$ cat src/rtl/nvdla_rstclk_pkg.sv
// Shared definitions for the partition reset/clock-control block: sequencer
// state encoding and default timing constants.
package nvdla_rstclk_pkg;

  typedef enum logic [1:0] {
    StRst = 2'd0,
    StRel = 2'd1,
    StRun = 2'd2
  } seq_state_e;

  localparam int unsigned DefaultSyncDepth = 3;
  localparam int unsigned DefaultStagger   = 4;
  localparam int unsigned DefaultIdleHold  = 16;

endpackage

$ cat src/rtl/nvdla_sync_chain.sv
// Multi-flop synchroniser with configurable depth and reset value. Used both
// for reset deassertion (d tied high) and for asynchronous level inputs.
module nvdla_sync_chain #(
  parameter int unsigned Depth  = 3,
  parameter logic        RstVal = 1'b0
) (
  input  logic clk,
  input  logic rst_n,
  input  logic d,
  output logic q
);

  logic [Depth-1:0] stage;

  // Shift the input through the chain; the last stage is the synchronised value.
  always_ff @(posedge clk or negedge rst_n) begin
    if (!rst_n) begin
      stage <= {Depth{RstVal}};
    end else begin
      stage <= {stage[Depth-2:0], d};
    end
  end

  assign q = stage[Depth-1];

endmodule

$ cat src/rtl/nvdla_partition_rstclk_ctrl.sv
// Partition-level reset and clock control: synchronises the partition reset
// and clock-override requests, releases sub-unit resets one after another to
// spread the inrush current, and produces per-unit SLCG clock enables that
// only gate a unit after it has stayed idle for a hold-off period.
module nvdla_partition_rstclk_ctrl
  import nvdla_rstclk_pkg::*;
#(
  parameter int unsigned NUM_UNITS  = 4,
  parameter int unsigned SYNC_DEPTH = DefaultSyncDepth,
  parameter int unsigned STAGGER    = DefaultStagger,
  parameter int unsigned IDLE_HOLD  = DefaultIdleHold,
  parameter int unsigned CNT_W      = 8
) (
  input  logic                 nvdla_core_clk,
  input  logic                 dla_reset_rstn,
  input  logic                 direct_reset_,
  input  logic                 test_mode,
  input  logic                 nvdla_clk_ovr_on,
  input  logic                 global_clk_ovr_on,
  input  logic                 tmc2slcg_disable_clock_gating,
  input  logic [NUM_UNITS-1:0] unit_idle,
  output logic [NUM_UNITS-1:0] unit_rstn,
  output logic [NUM_UNITS-1:0] unit_clk_en,
  output logic                 dla_clk_ovr_on_sync,
  output logic                 global_clk_ovr_on_sync,
  output logic                 rst_done
);

  localparam int unsigned     IdxW    = (NUM_UNITS > 1) ? $clog2(NUM_UNITS) : 1;
  localparam longint unsigned CntMax  = (64'd1 << CNT_W) - 64'd1;
  localparam logic [IdxW-1:0] LastIdx = IdxW'(NUM_UNITS - 1);
  localparam logic [CNT_W-1:0] StaggerCnt = CNT_W'(STAGGER);
  localparam logic [CNT_W-1:0] HoldCnt    = CNT_W'(IDLE_HOLD);

  // Illegal parameter combinations stop elaboration.
  if (NUM_UNITS < 1) begin : g_bad_units
    $error("NUM_UNITS must be at least 1");
  end
  if (SYNC_DEPTH < 2 || SYNC_DEPTH > 4) begin : g_bad_depth
    $error("SYNC_DEPTH must be in 2..4");
  end
  if (STAGGER < 1 || STAGGER > 255 || longint'(STAGGER) > CntMax) begin : g_bad_stagger
    $error("STAGGER must be in 1..255 and fit in CNT_W bits");
  end
  if (IDLE_HOLD < 1 || IDLE_HOLD > 255 || longint'(IDLE_HOLD) > CntMax) begin : g_bad_hold
    $error("IDLE_HOLD must be in 1..255 and fit in CNT_W bits");
  end

  logic raw_rstn;
  logic rst_sync_q;
  logic synced_rstn;
  logic dla_ovr_q;
  logic glb_ovr_q;

  assign raw_rstn = dla_reset_rstn & direct_reset_;

  nvdla_sync_chain #(
    .Depth  (SYNC_DEPTH),
    .RstVal (1'b0)
  ) u_rst_sync (
    .clk   (nvdla_core_clk),
    .rst_n (raw_rstn),
    .d     (1'b1),
    .q     (rst_sync_q)
  );

  nvdla_sync_chain #(
    .Depth  (SYNC_DEPTH),
    .RstVal (1'b0)
  ) u_dla_ovr_sync (
    .clk   (nvdla_core_clk),
    .rst_n (raw_rstn),
    .d     (nvdla_clk_ovr_on),
    .q     (dla_ovr_q)
  );

  nvdla_sync_chain #(
    .Depth  (SYNC_DEPTH),
    .RstVal (1'b0)
  ) u_glb_ovr_sync (
    .clk   (nvdla_core_clk),
    .rst_n (raw_rstn),
    .d     (global_clk_ovr_on),
    .q     (glb_ovr_q)
  );

  // Scan bypasses every synchroniser.
  assign synced_rstn            = test_mode ? raw_rstn          : rst_sync_q;
  assign dla_clk_ovr_on_sync    = test_mode ? nvdla_clk_ovr_on  : dla_ovr_q;
  assign global_clk_ovr_on_sync = test_mode ? global_clk_ovr_on : glb_ovr_q;

  seq_state_e             state;
  logic [CNT_W-1:0]       cnt;
  logic [IdxW-1:0]        idx;
  logic [NUM_UNITS-1:0]   unit_rstn_q;
  logic                   rst_done_q;

  // Release sequencer. cnt resets to STAGGER and counts down once per cycle
  // with synced_rstn high, so it holds STAGGER-1 after the first such edge;
  // the edge on which it reaches zero releases the next unit and reloads it.
  // Unit i therefore leaves reset STAGGER*(i+1) edges after synced_rstn rises.
  always_ff @(posedge nvdla_core_clk or negedge raw_rstn) begin
    if (!raw_rstn) begin
      state       <= StRst;
      cnt         <= StaggerCnt;
      idx         <= '0;
      unit_rstn_q <= '0;
      rst_done_q  <= 1'b0;
    end else begin
      unique case (state)
        StRst, StRel: begin
          if (synced_rstn) begin
            if (cnt == CNT_W'(1)) begin
              unit_rstn_q[idx] <= 1'b1;
              cnt              <= StaggerCnt;
              if (idx == LastIdx) begin
                state      <= StRun;
                rst_done_q <= 1'b1;
              end else begin
                state <= StRel;
                idx   <= idx + IdxW'(1);
              end
            end else begin
              cnt   <= cnt - CNT_W'(1);
              state <= StRel;
            end
          end
        end
        StRun: begin
          unit_rstn_q <= '1;
          rst_done_q  <= 1'b1;
        end
        default: state <= StRst;
      endcase
    end
  end

  assign unit_rstn = test_mode ? {NUM_UNITS{raw_rstn}} : unit_rstn_q;
  assign rst_done  = test_mode ? raw_rstn : rst_done_q;

  // Clocks are kept running whenever an override is active or the partition
  // is not yet fully out of reset.
  logic gate_force;
  assign gate_force = dla_clk_ovr_on_sync | global_clk_ovr_on_sync |
                      tmc2slcg_disable_clock_gating | (state != StRun);

  for (genvar i = 0; i < NUM_UNITS; i++) begin : g_slcg
    logic [CNT_W-1:0] hc;

    // Idle hold-off; reloaded while busy or forced so gating always needs a
    // fresh full idle period once the forcing condition goes away.
    always_ff @(posedge nvdla_core_clk or negedge raw_rstn) begin
      if (!raw_rstn) begin
        hc <= HoldCnt;
      end else if (!unit_idle[i] || gate_force) begin
        hc <= HoldCnt;
      end else if (hc != '0) begin
        hc <= hc - CNT_W'(1);
      end
    end

    assign unit_clk_en[i] = test_mode | gate_force | ~unit_idle[i] | (hc != '0);
  end

endmodule

$ cat config.mk
export PLATFORM = sky130hd
export DESIGN_NAME = nvdla_partition_rstclk_ctrl
export DESIGN_NICKNAME = d
export VERILOG_FILES = /design/src/rtl/nvdla_rstclk_pkg.sv /design/src/rtl/nvdla_sync_chain.sv /design/src/rtl/nvdla_partition_rstclk_ctrl.sv
export SDC_FILE = /design/constraint.sdc
export NUM_CORES = 1
export LEC_CHECK = 0
export CAP_MARGIN = 20
export CORE_ASPECT_RATIO = 0.7
export CORE_UTILIZATION = 25
export DETAILED_ROUTE_END_ITERATION = 7
export PLACE_DENSITY_LB_ADDON = 0.05
export SLEW_MARGIN = 20
export SYNTH_ARGS = -nofsm -noshare
export SYNTH_HDL_FRONTEND = slang
export SYNTH_SLANG_ARGS = --single-unit
$ cat constraint.sdc
create_clock -name nvdla_core_clk -period 4.2 [get_ports nvdla_core_clk]
set_input_delay 1.26 -clock nvdla_core_clk [delete_from_list [all_inputs] [get_ports nvdla_core_clk]]
set_output_delay 1.26 -clock nvdla_core_clk [all_outputs]
set_load 0.02 [all_outputs]
Word level (Yosys, flattened, before mapping)
Index checks and enable logic that the tools add are counted.

Register bits: 58. Latch bits: 0. RAM bits: 0. Memory bits (read-only): 0. Input bits: 11. Output and inout port bits: 11. Memories: 0.

Add/subtract/negate cells: 6. $mul: 0. Divide/modulo/power cells: 0. Magnitude comparators: 2. Equal/unequal tests: 8. Shift-type cells: 0. Multiplexer cells: 27. Bitwise gates (word level): 20. Reduce and logical (&&, ||, !) cells: 25.

Operators by type and width (number): 2-to-1 mux 8 bit (9); subtractor 8 x 1 -> 8 bit (second input constant) (5); nonzero test 8 bit (4); 2-to-1 mux 4 bit (3); OR 1 bit (12); nonzero test 2 bit (5); equality test 8 x 1 -> 1 bit (second input constant) (1); 2-to-1 mux 1 bit (8); inequality test 2 bit (second input constant) (4); case mux 4 bit (2 select lines) (1); AND reduction 4 bit (2); 2-to-1 mux 2 bit (3); NOT 1 bit (6); equality test 2 bit (second input constant) (2); zero test 1 bit (4); logical OR 1 bit (4); OR 4 bit (1); case mux 2 bit (2 select lines) (1); AND reduction 2 bit (2); < comparator 2 x 3 -> 1 bit (second input constant) (1); AND reduction 3 bit (1); adder 2 x 1 -> 2 bit (second input constant) (1); demux 1 bit (select 2 bit) (1); equality test 2 x 1 -> 1 bit (second input constant) (1); 6 further kinds (6).

Depth between registers and ports, before layout
Gate-level depths: netlist (run 1).

Word-level depth: 8. Depth in mapped cells: 7. Mapped depth without buffers: 6.

Cells and area by module
A second synthesis (run 1) with hierarchy kept.

Cell total of the unflattened synthesis: 286. Area total of the unflattened synthesis: 2886.5 µm².

Modules (own cells, without submodules): nvdla_partition_rstclk_ctrl (times used 1, cells each 277, area an instance 2661.3 µm²); nvdla_sync_chain (times used 3, cells each 3, area an instance 75.1 µm²).

Worst setup path before layout (run 1)
OpenSTA, ideal clock, no wires.

Path type: input -> output. Start: input test_mode. End: output unit_clk_en[3]. Data arrival time: 2.916 ns. Required time: 2.940 ns. Setup slack: 0.024 ns. Cell stages on the path: 5. Buffers on the path: 1. Path through: clkbuf_1 -> mux2_2 -> nor4b_4 -> nand2_1 -> or3_1.

Word-level cells in the longest chain between the ends: 7. Elaborated cells between the ends (all ways): 8.

Ends and longest elaborated chain: start: declaration (RTL line nvdla_partition_rstclk_ctrl.sv:17) `input logic test_mode,`; 2-to-1 mux 1 bit (RTL line nvdla_partition_rstclk_ctrl.sv:90) `assign global_clk_ovr_on_sync = test_mode ? global_clk_ovr_on : glb_ovr_q;`; via global_clk_ovr_on_sync (RTL line nvdla_partition_rstclk_ctrl.sv:25) `output logic global_clk_ovr_on_sync,`; OR 1 bit (2 in a row) (RTL line nvdla_partition_rstclk_ctrl.sv:144) `assign gate_force = dla_clk_ovr_on_sync | global_clk_ovr_on_sync |`; OR 1 bit (RTL line nvdla_partition_rstclk_ctrl.sv:145) `tmc2slcg_disable_clock_gating | (state != StRun);`; OR 1 bit (3 in a row) (RTL line nvdla_partition_rstclk_ctrl.sv:162) `assign unit_clk_en[i] = test_mode | gate_force | ~unit_idle[i] | (hc != '0);`; end: declaration (RTL line nvdla_partition_rstclk_ctrl.sv:23) `output logic [NUM_UNITS-1:0] unit_clk_en,`.

The timed path passes the listed nets, and every way through them passes these cells.

Worst setup path in the final report (run 1)
Start: input tmc2slcg_disable_clock_gating. End: output unit_clk_en[0].

Word-level cells in the longest chain between the ends: 5.

Ends and longest elaborated chain: start: declaration (RTL line nvdla_partition_rstclk_ctrl.sv:20) `input logic tmc2slcg_disable_clock_gating,`; OR 1 bit (RTL line nvdla_partition_rstclk_ctrl.sv:144); OR 1 bit (RTL line nvdla_partition_rstclk_ctrl.sv:145); OR 1 bit (3 in a row) (RTL line nvdla_partition_rstclk_ctrl.sv:162).

No other way between the ends.

==> results of run 1 <==
sequential cells by signal, summed over array words and instances, names as in the netlist:
name / cells
cnt: 8
g_slcg.hc: 32
idx: 2
rst_done_q: 1
state: 2
u_dla_ovr_sync.stage: 3
u_glb_ovr_sync.stage: 3
u_rst_sync.stage: 3
unit_rstn_q: 4
layout make-up:
cell class	count	share of cell area [%]
clock inverters	5	1.472
multi-input cells	198	36.22
inverters	24	2.408
well taps	153	5.117
clock buffers	11	6.488
flip-flops and latches	58	38.96
repair buffers	38	9.331
cell families after synthesis:
group | after synthesis | synth area share (%)
muxes | 11 | 4.073
buffers and inverters | 27 | 3.510
other | 1 | 0.1299
adders and majority gates | 14 | 6.066
DFF | 58 | 50.48
AOI/OAI and AO/OA | 48 | 10.96
xor gates and xnor gates | 18 | 5.459
and+or+nand+nor | 106 | 19.32
where the power goes:
group | leakage [nW] | internal (mW) | switching, mW
registers | 0.750 | 0.620 | 0.0513
logic | 0.767 | 0.109 | 0.101
clock network | 0.142 | 0.472 | 0.251
synthesized netlist by cell type, types with 3 or more instances:
| cell | n |
|---|---|
| a2111oi_0 | 5 |
| a211o_1 | 4 |
| a211oi_1 | 10 |
| a21oi_1 | 16 |
| clkbuf_1 | 3 |
| dfrtp_1 | 53 |
| dfstp_2 | 5 |
| ha_1 | 14 |
| inv_1 | 24 |
| mux2_2 | 6 |
| mux2i_1 | 5 |
| nand2_1 | 13 |
| nand2b_1 | 4 |
| nand3_1 | 6 |
| nand3b_1 | 3 |
| nand4_1 | 3 |
| nor2_1 | 39 |
| nor2b_1 | 3 |
| nor3b_1 | 3 |
| nor4_1 | 7 |
| o21ai_0 | 7 |
| or3_1 | 13 |
| or4_1 | 3 |
| xnor2_1 | 16 |
per-layer routing:
metal	part of all wire (%)	wire length, um
met1	53	3357
met2	41	2577
met3	4.1	258
met4	1.5	93
met5	0	0
critical path, delay by kind of cell:
kind	cells	cell delay, ns
AND/OR/NAND/NOR	3	0.78
buffers and inverters	3	0.78
repair_timing:
item                       CTS  global route
setup buffers                0             2
setup endpoints to repair    9             4
resized for setup           27            10
cloned                       0             0
pin swaps                    1             2
worst max-delay path by stage:
stage | depth (start not counted) | endpoint | slack [ns]
6_report | 6 | unit_clk_en[0] | 0.11
5_1_grt | 6 | unit_clk_en[1] | 0.008
3_3_place_gp | 7 | unit_clk_en[0] | -0.72
2_1_floorplan | 5 | unit_clk_en[3] | 0.02
4_1_cts | 7 | unit_clk_en[2] | 0.003
3_5_place_dp | 7 | unit_clk_en[0] | -0.76
==> qor.csv, run 1 <==
stage;metric;value;unit
global_route;grt met3 use;4.842;%
sta;Fmax;244.6;MHz
synth;share of the yosys chip area belonging to registers;50.48;%
synth;Mapped Area;0.002888;mm^2
synth;Ys Warns;0;
critical_path;worst-path maximum fanout;3;
synth;post-synth cell types;37;
placed_design;DP Cell Count;469;
critical_path;RR Startpoint;state[1]$_DFFE_PN0P_;
critical_path;Required @ worst endpoint;2.94;ns
final_layout;final net count;354;
final_layout;synthesis-to-finish area growth;29.55;%
global_route;global-route wire length before repair;10760;um
power_and_ir_drop;Pwr Density;428.9;mW/mm^2
final_layout;final std cells w/o fill;487;
critical_path;path depth of the worst reg2reg path;6;
floorplan;# IOs;22;
sta;Slew Limit Fails;0;
clock_network;CTS Buffer Depth;2;
sta;unrepaired setup endpoints after global routing;false;
placed_design;Final Wtd Congestion;0.7448;
clock_network;H-tree Lvls;3;
global_route;largest net degree at the start of global routing;36;
power_and_ir_drop;LEAKAGE;1.659;nW
global_route;vias in the first global route;2074;
drt;post-route antenna net violation count;0;
clock_network;number of buffers created by CTS;9;
sta;crit share post-route;97.36;%
synth;Syn Area/Cell;10.20;um^2
sta;worst rel slew slack;58.86;%
worst_hold_path;hold path cells;0;
critical_path;Setup crit end kind;output port;
drt;DRC;0;
clock_network;clk sinks;58;
critical_path;crit-path cells;clkdlybuf4s50_1, nor4b_4, buf_4, nand2_1, or3_4, buf_6;
placed_design;dpl ws;-0.7558;ns
final_layout;ratio of cells with drive above 1 in the final layout;17.07;%
final_layout;Finished Core Util;33.61;%
placed_design;post-placement cell area;0.003405;mm^2
critical_path;Startpoint Class;input pin;
sta;Tmin final;4.089;ns
critical_path;Reg-to-Reg End;g_slcg[0].hc[4]$_DFFE_PN1P_;
drt;via/cell ratio;4.394;
power_and_ir_drop;peak supply drop;0.2036;mV
drt;DR vias;2140;
global_route;antenna violations before repair;0;
global_route;gr busiest metal;met1;
synth;Mapped Nets;308;
synth;Yosys top cell area share;45.93;%
critical_path;Worst Setup SP;tmc2slcg_disable_clock_gating;
sta;Worst-Margin Slew;0.6171;ns
placed_design;port bufs;21;
global_route;met1 usage;17.60;%
power_and_ir_drop;Final Total Pwr;1.605;mW
drt;Routed WL;6288;um
synth;number of flops mapped to enable cells by yosys;0;
critical_path;Setup CP Type;in -> out;
flow_run;max_cap viols;0;
clock_network;clock root buffer;clkbuf_16;
placed_design;dpl hpwl;4486;um
synth;asr flop ratio synth;100.0;%
drt;Initial DRT Pass Iterations;4;
clock_network;hold bufs inserted after CTS;0;
floorplan;Starting Density;25.94;%
synth;area leader, netlist;dfrtp_1;
final_layout;Multi-input gate area;0.001355;mm^2
critical_path;Max stage delay on crit path;0.47;ns
critical_path;CP arrival;2.83;ns
sta;Hold WS;0.3419;ns
sta;worst setup margin;0.1110;ns
global_route;Remaining Overflow, GRT;0;
sta;Layout Skew;0.008151;ns
global_route;met2 usage;15.96;%
synth;Cells after Synth;283;
worst_hold_path;hold path start;u_dla_ovr_sync.stage[0]$_DFF_PN0_;
synth;top cells by area, synth;dfrtp_1 (46%), ha_1 (6.1%), nor2_1 (5.1%), xnor2_1 (4.9%), dfstp_2 (4.5%);
final_layout;Seq. cell area;0.001458;mm^2
synth;FF+latch count, synth;58;
final_layout;Fillers;1201;
run_status;status;finished clean;
clock_network;Worst-path clk slew;0.05;ns
drt;DR iter-0 viols;121;
global_route;GRT Total Usage;12.16;%
floorplan;Die Y;91.92;um
floorplan;core area;0.01113;mm^2
synth;most common flop cell mapped by yosys;dfrtp_1;
sta;setup TNS;0;ns
sta;final count of hold timing violations;0;
clock_network;CTS tree;yes;
clock_network;worst skew pair latency;0.33;ns
final_layout;design area;0.003741;mm^2
worst_hold_path;class of the worst hold path;reg -> reg;
final_layout;commonest non-fill, non-tap cell in the layout;dfrtp_1;
critical_path;Slowest cell on crit path;clkdlybuf4s50_1;
final_layout;commonest non-fill, non-tap cells in the layout;dfrtp_1 (53), nor2_1 (39), inv_1 (24);
drt;WL/cell;12.91;um
floorplan;chip width;130.5;um
final_layout;antenna cell count;0;
floorplan;site row count;32;
sta;final setup fails;0;
worst_hold_path;end of the worst hold path;u_dla_ovr_sync.stage[1]$_DFF_PN0_;
critical_path;R2R Setup Slk;2.15;ns
floorplan;die area;0.01199;mm^2
Note: power is estimated with default switching activity, not from simulation.
==> run 2: changes to the inputs <==
--- a/config.mk
+++ b/config.mk
@@ -7,10 +7,11 @@
 export LEC_CHECK = 0
 export CAP_MARGIN = 20
 export CORE_ASPECT_RATIO = 0.7
-export CORE_UTILIZATION = 25
+export CORE_UTILIZATION = 30
 export DETAILED_ROUTE_END_ITERATION = 7
 export PLACE_DENSITY_LB_ADDON = 0.05
 export SLEW_MARGIN = 20
 export SYNTH_ARGS = -nofsm -noshare
 export SYNTH_HDL_FRONTEND = slang
 export SYNTH_SLANG_ARGS = --single-unit
+export TNS_END_PERCENT = 30
==> qor.csv, run 2 (synthesized netlist as in run 1, its figures left out) <==
stage;metric;value;unit;change
critical_path;Slowest cell on crit path;or3_4;;
floorplan;chip width;119.3;um;-8.6%
final_layout;commonest non-fill, non-tap cell in the layout;dfrtp_1;;
worst_hold_path;hold path cells;0;;unchanged
global_route;global-route wire length before repair;9825;um;-8.7%
sta;Slew Limit Fails;0;;unchanged
final_layout;Reg with most FFs;g_slcg.hc;;
critical_path;Startpoint Class;input pin;;
sta;Tmin final;4.091;ns;+0.001977 ns
clock_network;H-tree Lvls;3;;unchanged
final_layout;final net count;353;;-0.28%
floorplan;Starting Density;31.33;%;+5.4 points
power_and_ir_drop;sequential share of power;39.6;%;-2.2 points
floorplan;site row count;29;;-9.4%
power_and_ir_drop;clock share of power;48.6;%;+3.5 points
sta;final count of hold timing violations;0;;unchanged
global_route;largest net degree at the start of global routing;34;;-5.6%
sta;unrepaired setup endpoints after global routing;false;;
drt;DR vias;2075;;-3.0%
clock_network;number of buffers created by CTS;9;;unchanged
clock_network;Worst-path clk slew;0.05;ns;about the same
floorplan;core area;0.009216;mm^2;-17%
sta;worst setup margin;0.1090;ns;-0.001977 ns
worst_hold_path;class of the worst hold path;reg -> reg;;
critical_path;Buf/Inv on CP;3;;unchanged
power_and_ir_drop;switch share;23.20;%;-1.9 points
critical_path;Setup crit end kind;output port;;
clock_network;clock root buffer;clkbuf_16;;
clock_network;worst skew pair latency;0.32;ns;about the same
power_and_ir_drop;Internal Power;1.301;mW;+8.3%
sta;setup TNS;0;ns;unchanged
floorplan;# IOs;22;;unchanged
global_route;Remaining Overflow, GRT;0;;unchanged
critical_path;path depth of the worst reg2reg path;6;;unchanged
clock_network;CTS Buffer Depth;2;;unchanged
sta;worst rel slew slack;56.52;%;-2.3 points
global_route;vias in the first global route;1972;;-4.9%
drt;Routed WL;5694;um;-9.4%
final_layout;antenna cell count;0;;unchanged
critical_path;Setup CP Type;in -> out;;
drt;DRC;0;;unchanged
sta;Fmax;244.4;MHz;about the same
sta;Worst-Margin Slew;0.6522;ns;+0.03506 ns
global_route;GRT Total Usage;13.07;%;+0.91 points
critical_path;Worst Setup SP;nvdla_clk_ovr_on;;
run_status;status;finished clean;;
global_route;antenna violations before repair;0;;unchanged
final_layout;commonest non-fill, non-tap cells in the layout;dfrtp_1 (53), nor2_1 (39), inv_1 (24);;
drt;via/cell ratio;4.540;;+3.3%
critical_path;worst-path maximum fanout;3;;unchanged
critical_path;Max stage delay on crit path;0.37;ns;-0.10 ns
power_and_ir_drop;LEAKAGE;1.664;nW;+0.30%
placed_design;port bufs;21;;unchanged
power_and_ir_drop;Comb power frac;11.8;%;-1.3 points
sta;crit share post-route;97.40;%;about the same
sta;Layout Skew;0.002814;ns;-0.005337 ns
drt;WL/cell;12.46;um;-3.5%
critical_path;Stages on worst setup path;7;;+1
sta;final setup fails;0;;unchanged
power_and_ir_drop;Pwr Density;457.9;mW/mm^2;+6.8%
critical_path;Setup crit end;unit_clk_en[1];;
critical_path;CP delay by family, top;simple AND/OR/NAND/NOR gates;;
final_layout;Largest register FFs;32;;unchanged
critical_path;Required @ worst endpoint;2.94;ns;about the same
critical_path;R2R Setup Slk;2.15;ns;about the same
placed_design;Final Wtd Congestion;0.7590;;+1.9%
final_layout;largest registers;g_slcg.hc (32), cnt (8), unit_rstn_q (4);;
clock_network;clk sinks;58;;unchanged
final_layout;Finished Core Util;40.16;%;+6.5 points
drt;Initial DRT Pass Iterations;4;;unchanged
drt;DR iter-0 viols;108;;-11%
critical_path;Reg-to-Reg End;g_slcg[0].hc[4]$_DFFE_PN1P_;;
power_and_ir_drop;Switch Pwr;0.3933;mW;-2.5%
floorplan;Die Y;84.09;um;-8.5%
critical_path;RR Startpoint;state[1]$_DFFE_PN0P_;;
clock_network;hold bufs inserted after CTS;0;;unchanged
placed_design;dpl hpwl;4090;um;-8.8%
floorplan;die area;0.01003;mm^2;-16%
worst_hold_path;hold path start;u_rst_sync.stage[0]$_DFF_PN0_;;
sta;Hold WS;0.3454;ns;+0.003503 ns
critical_path;CP arrival;2.83;ns;about the same
power_and_ir_drop;peak supply drop;0.1991;mV;-2.2%
drt;post-route antenna net violation count;0;;unchanged
final_layout;ratio of cells with drive above 1 in the final layout;15.92;%;-1.1 points
final_layout;synthesis-to-finish area growth;28.16;%;
critical_path;crit-path cells;dlygate4sd2_1, mux2_4, nor4b_4, buf_4, nand2_1, or3_4, buf_6;;
flow_run;max_cap viols;0;;unchanged
placed_design;dpl ws;-0.7904;ns;-0.03461 ns
clock_network;CTS tree;yes;;
==> run 2: cell count changes in the layout (fill, tap and decap cells not counted) <==
cell / previous run / this run
buf_2: 1 / 4
clkinvlp_4: 2 / 0
or3_4: 3 / 1
buf_6: 4 / 1
or3_1: 10 / 12
nand2_1: 12 / 13
nand2_2: 1 / 0
dlygate4sd2_1: 1 / 2
clkinv_2: 2 / 3
buf_4: 16 / 15
clkbuf_8: 1 / 0
bufinv_16: 1 / 3
clkdlybuf4s15_1: 1 / 0
==> run 2: power by group through the flow <==
stage | Clock (mW) | Sequential (mW) | Combinational [mW]
2_1_floorplan | 0 | 0.667 | 0.149
3_3_place_gp | 0 | 0.681 | 0.205
3_5_place_dp | 0 | 0.680 | 0.206
5_1_grt | 0.885 | 0.682 | 0.233
6_report | 0.823 | 0.671 | 0.200
4_1_cts | 0.853 | 0.672 | 0.206
==> run 2: worst min path at each step <==
stage,slack (ns),end
floorplan,0.33,u_dla_ovr_sync.stage[1]$_DFF_PN0_
global placement,0.33,u_rst_sync.stage[1]$_DFF_PN0_
detailed placement,0.33,u_glb_ovr_sync.stage[1]$_DFF_PN0_
CTS,0.35,u_glb_ovr_sync.stage[1]$_DFF_PN0_
global route,0.35,u_rst_sync.stage[1]$_DFF_PN0_
finish,0.35,u_rst_sync.stage[1]$_DFF_PN0_
==> run 2: cell type report <==
| cell class | count | area, um^2 |
|---|---|---|
| clock inverter | 6 | 105.1 |
| clock buffer | 10 | 229.0 |
| fill | 938 | 5515 |
| tap | 124 | 155.1 |
| sequential | 58 | 1458 |
| inverter | 24 | 90.09 |
| multi-input combinational | 198 | 1343 |
| timing repair buffer | 37 | 321.6 |
==> run 2: per-stage QoR <==
step	std cells	power [mW]	area [um^2]
2_1_floorplan	283	0.8158	2888
3_3_place_gp	440	0.8860	3368
3_5_place_dp	440	0.8852	3368
4_1_cts	457	1.731	3707
5_1_grt	457	1.800	3701
6_report	457	1.695	3701
==> run 2: routing by layer <==
layer	track usage, %	vias to the layer above	wire length, um
met3	5.943	6	208
met5	0	-	0
li1	-	1084	-
met1	18.30	968	3070
met4	4.488	0	59
met2	17.44	17	2355
==> run 2: what timing repair did <==
item                                    in CTS  in global routing
pin swaps                                    1                  1
gates cloned                                 0                  0
endpoints found under the setup margin       9                  2
gates resized for setup                     26                  2
buffers inserted                             1                  0
==> run 3: changes to the inputs <==
==> constraint.sdc (replaced) <==
create_clock -name nvdla_core_clk -period 4.2 [get_ports nvdla_core_clk]
set_input_delay 0.42 -clock nvdla_core_clk [delete_from_list [all_inputs] [get_ports nvdla_core_clk]]
set_output_delay 0.42 -clock nvdla_core_clk [all_outputs]
set_load 0.02 [all_outputs]
==> qor.csv, run 3 (synthesized netlist as in run 1, its figures left out) <==
stage;metric;value;unit;change
critical_path;worst-path maximum fanout;8;;+5
drt;post-route antenna net violation count;0;;unchanged
clock_network;H-tree Lvls;3;;unchanged
global_route;antenna violations before repair;0;;unchanged
global_route;global-route wire length before repair;9563;um;-2.7%
power_and_ir_drop;peak supply drop;0.1989;mV;about the same
final_layout;Reg with most FFs;g_slcg.hc;;
global_route;GRT Total Usage;12.58;%;-0.49 points
sta;setup TNS;0;ns;unchanged
sta;Fmax;286.5;MHz;+17%
sta;crit share post-route;83.12;%;-14 points
power_and_ir_drop;LEAKAGE;1.582;nW;-4.9%
clock_network;CTS Buffer Depth;2;;unchanged
clock_network;Post-CTS Setup Repair Bufs;0;;-1
sta;Tmin final;3.491;ns;-0.6001 ns
final_layout;synthesis-to-finish area growth;24.09;%;
final_layout;commonest non-fill, non-tap cell in the layout;dfrtp_1;;
floorplan;site row count;29;;unchanged
worst_hold_path;class of the worst hold path;reg -> reg;;
run_status;status;finished clean;;
global_route;vias in the first global route;1919;;-2.7%
clock_network;CTS tree;yes;;
placed_design;Final Wtd Congestion;0.7369;;-2.9%
final_layout;ratio of cells with drive above 1 in the final layout;11.18;%;-4.7 points
floorplan;# IOs;22;;unchanged
sta;worst rel slew slack;38.24;%;-18 points
global_route;Remaining Overflow, GRT;0;;unchanged
drt;DR vias;2039;;-1.7%
drt;Initial DRT Pass Iterations;4;;unchanged
placed_design;port bufs;21;;unchanged
floorplan;die area;0.01003;mm^2;unchanged
floorplan;Die Y;84.09;um;unchanged
final_layout;final net count;342;;-3.1%
drt;DR iter-0 viols;124;;+15%
clock_network;number of buffers created by CTS;9;;unchanged
placed_design;dpl hpwl;4066;um;-0.59%
clock_network;hold bufs inserted after CTS;0;;unchanged
floorplan;chip width;119.3;um;unchanged
sta;Hold WS;0.3445;ns;-0.0009190 ns
flow_run;max_cap viols;0;;unchanged
sta;Worst-Margin Slew;0.9264;ns;+0.2743 ns
critical_path;Required @ worst endpoint;3.78;ns;+0.84 ns
sta;final count of hold timing violations;0;;unchanged
clock_network;clk sinks;58;;unchanged
clock_network;Worst-path clk slew;0.05;ns;about the same
final_layout;Multi-input gate area;0.001330;mm^2;-0.93%
final_layout;Largest register FFs;32;;unchanged
power_and_ir_drop;Pwr Density;442.1;mW/mm^2;-3.5%
critical_path;Setup CP Type;in -> out;;
sta;Layout Skew;0.006380;ns;+0.003566 ns
critical_path;CP arrival;3.07;ns;+0.24 ns
clock_network;CTS resizes;0;;-100%
drt;DRC;0;;unchanged
critical_path;Setup crit end kind;output port;;
drt;Routed WL;5690;um;about the same
power_and_ir_drop;Final Total Pwr;1.584;mW;-6.5%
final_layout;Seq. cell area;0.001458;mm^2;unchanged
final_layout;antenna cell count;0;;unchanged
final_layout;Fillers;931;;-0.75%
final_layout;largest registers;g_slcg.hc (32), cnt (8), unit_rstn_q (4);;
clock_network;worst skew pair latency;0.33;ns;about the same
sta;Slew Limit Fails;0;;unchanged
global_route;largest net degree at the start of global routing;40;;+18%
drt;via/cell ratio;4.572;;+0.69%
final_layout;commonest non-fill, non-tap cells in the layout;dfrtp_1 (53), nor2_1 (39), inv_1 (24);;
floorplan;Starting Density;31.33;%;unchanged
sta;final setup fails;0;;unchanged
floorplan;core area;0.009216;mm^2;unchanged
critical_path;Startpoint Class;input pin;;
clock_network;clock root buffer;clkbuf_16;;
drt;WL/cell;12.76;um;+2.4%
sta;unrepaired setup endpoints after global routing;false;;
==> run 3: cell count changes in the layout (fill, tap and decap cells not counted) <==
cell,before,now
buf_4,15,5
buf_6,1,0
clkinv_2,3,1
mux2_2,4,6
or3_1,12,13
mux2_4,2,0
buf_12,1,0
bufinv_16,3,0
clkdlybuf4s50_1,14,21
buf_2,4,0
dlygate4sd2_1,2,0
clkbuf_8,0,5
or3_4,1,0
==> run 3: metrics by stage <==
| step | utilization [%] | instance area, um^2 | std cells | setup slack [ns] |
|---|---|---|---|---|
| finish | 38.88 | 3583 | 446 | 0.7091 |
| global route | 38.88 | 3583 | 446 | 0.5168 |
| CTS | 38.88 | 3583 | 446 | 0.6304 |
| detailed placement | 35.60 | 3281 | 430 | 0.6318 |
| global placement | 35.60 | 3281 | 430 | 0.6590 |
| floorplan | - | 2888 | 283 | 1.704 |
==> run 3: power by group <==
part / internal (mW) / switching [mW]
Combinational: 0.103 / 0.0961
Sequential: 0.621 / 0.0505
Clock: 0.478 / 0.237
Total: 1.20 / 0.383
==> run 3: critical path, cell delays in order <==
cell	delay (ns)
clkdlybuf4s50_1	0.60
mux2_2	0.40
nor4b_4	0.42
nand2_1	0.28
or3_1	0.40
clkdlybuf4s50_1	0.54
==> run 3: layout make-up <==
cell class | instances | share of cell area, %
sequential | 58 | 40.68
multi-input combinational | 198 | 37.12
clock buffer | 15 | 8.310
timing repair buffer | 26 | 6.913
tap | 124 | 4.330
inverter | 24 | 2.514
clock inverter | 1 | 0.1397
==> run 3: routing by layer <==
metal	up-vias	track usage, %	part of all wire, %
met3	11	4.713	2.7
met1	956	17.25	54
met5	-	0	0
met2	16	17.12	41
li1	1056	-	-
met4	0	6.214	2.0
==> run 3: final timing paths <==
| kind | start | end | slack, ns | cells after the start |
|---|---|---|---|---|
| max | test_mode | unit_clk_en[2] | 0.71 | 6 |
| max reg2reg | state[1]$_DFFE_PN0P_ | g_slcg[0].hc[4]$_DFFE_PN1P_ | 2.17 | 5 |
| min reg2reg | u_dla_ovr_sync.stage[0]$_DFF_PN0_ | u_dla_ovr_sync.stage[1]$_DFF_PN0_ | 0.34 | 0 |
| min in group asynchronous | dla_reset_rstn | unit_rstn_q[2]$_DFFE_PN0P_ | 0.77 | 2 |
| min | u_dla_ovr_sync.stage[0]$_DFF_PN0_ | u_dla_ovr_sync.stage[1]$_DFF_PN0_ | 0.34 | 0 |
| max in group asynchronous | direct_reset_ | g_slcg[3].hc[4]$_DFFE_PN1P_ | 2.57 | 3 |
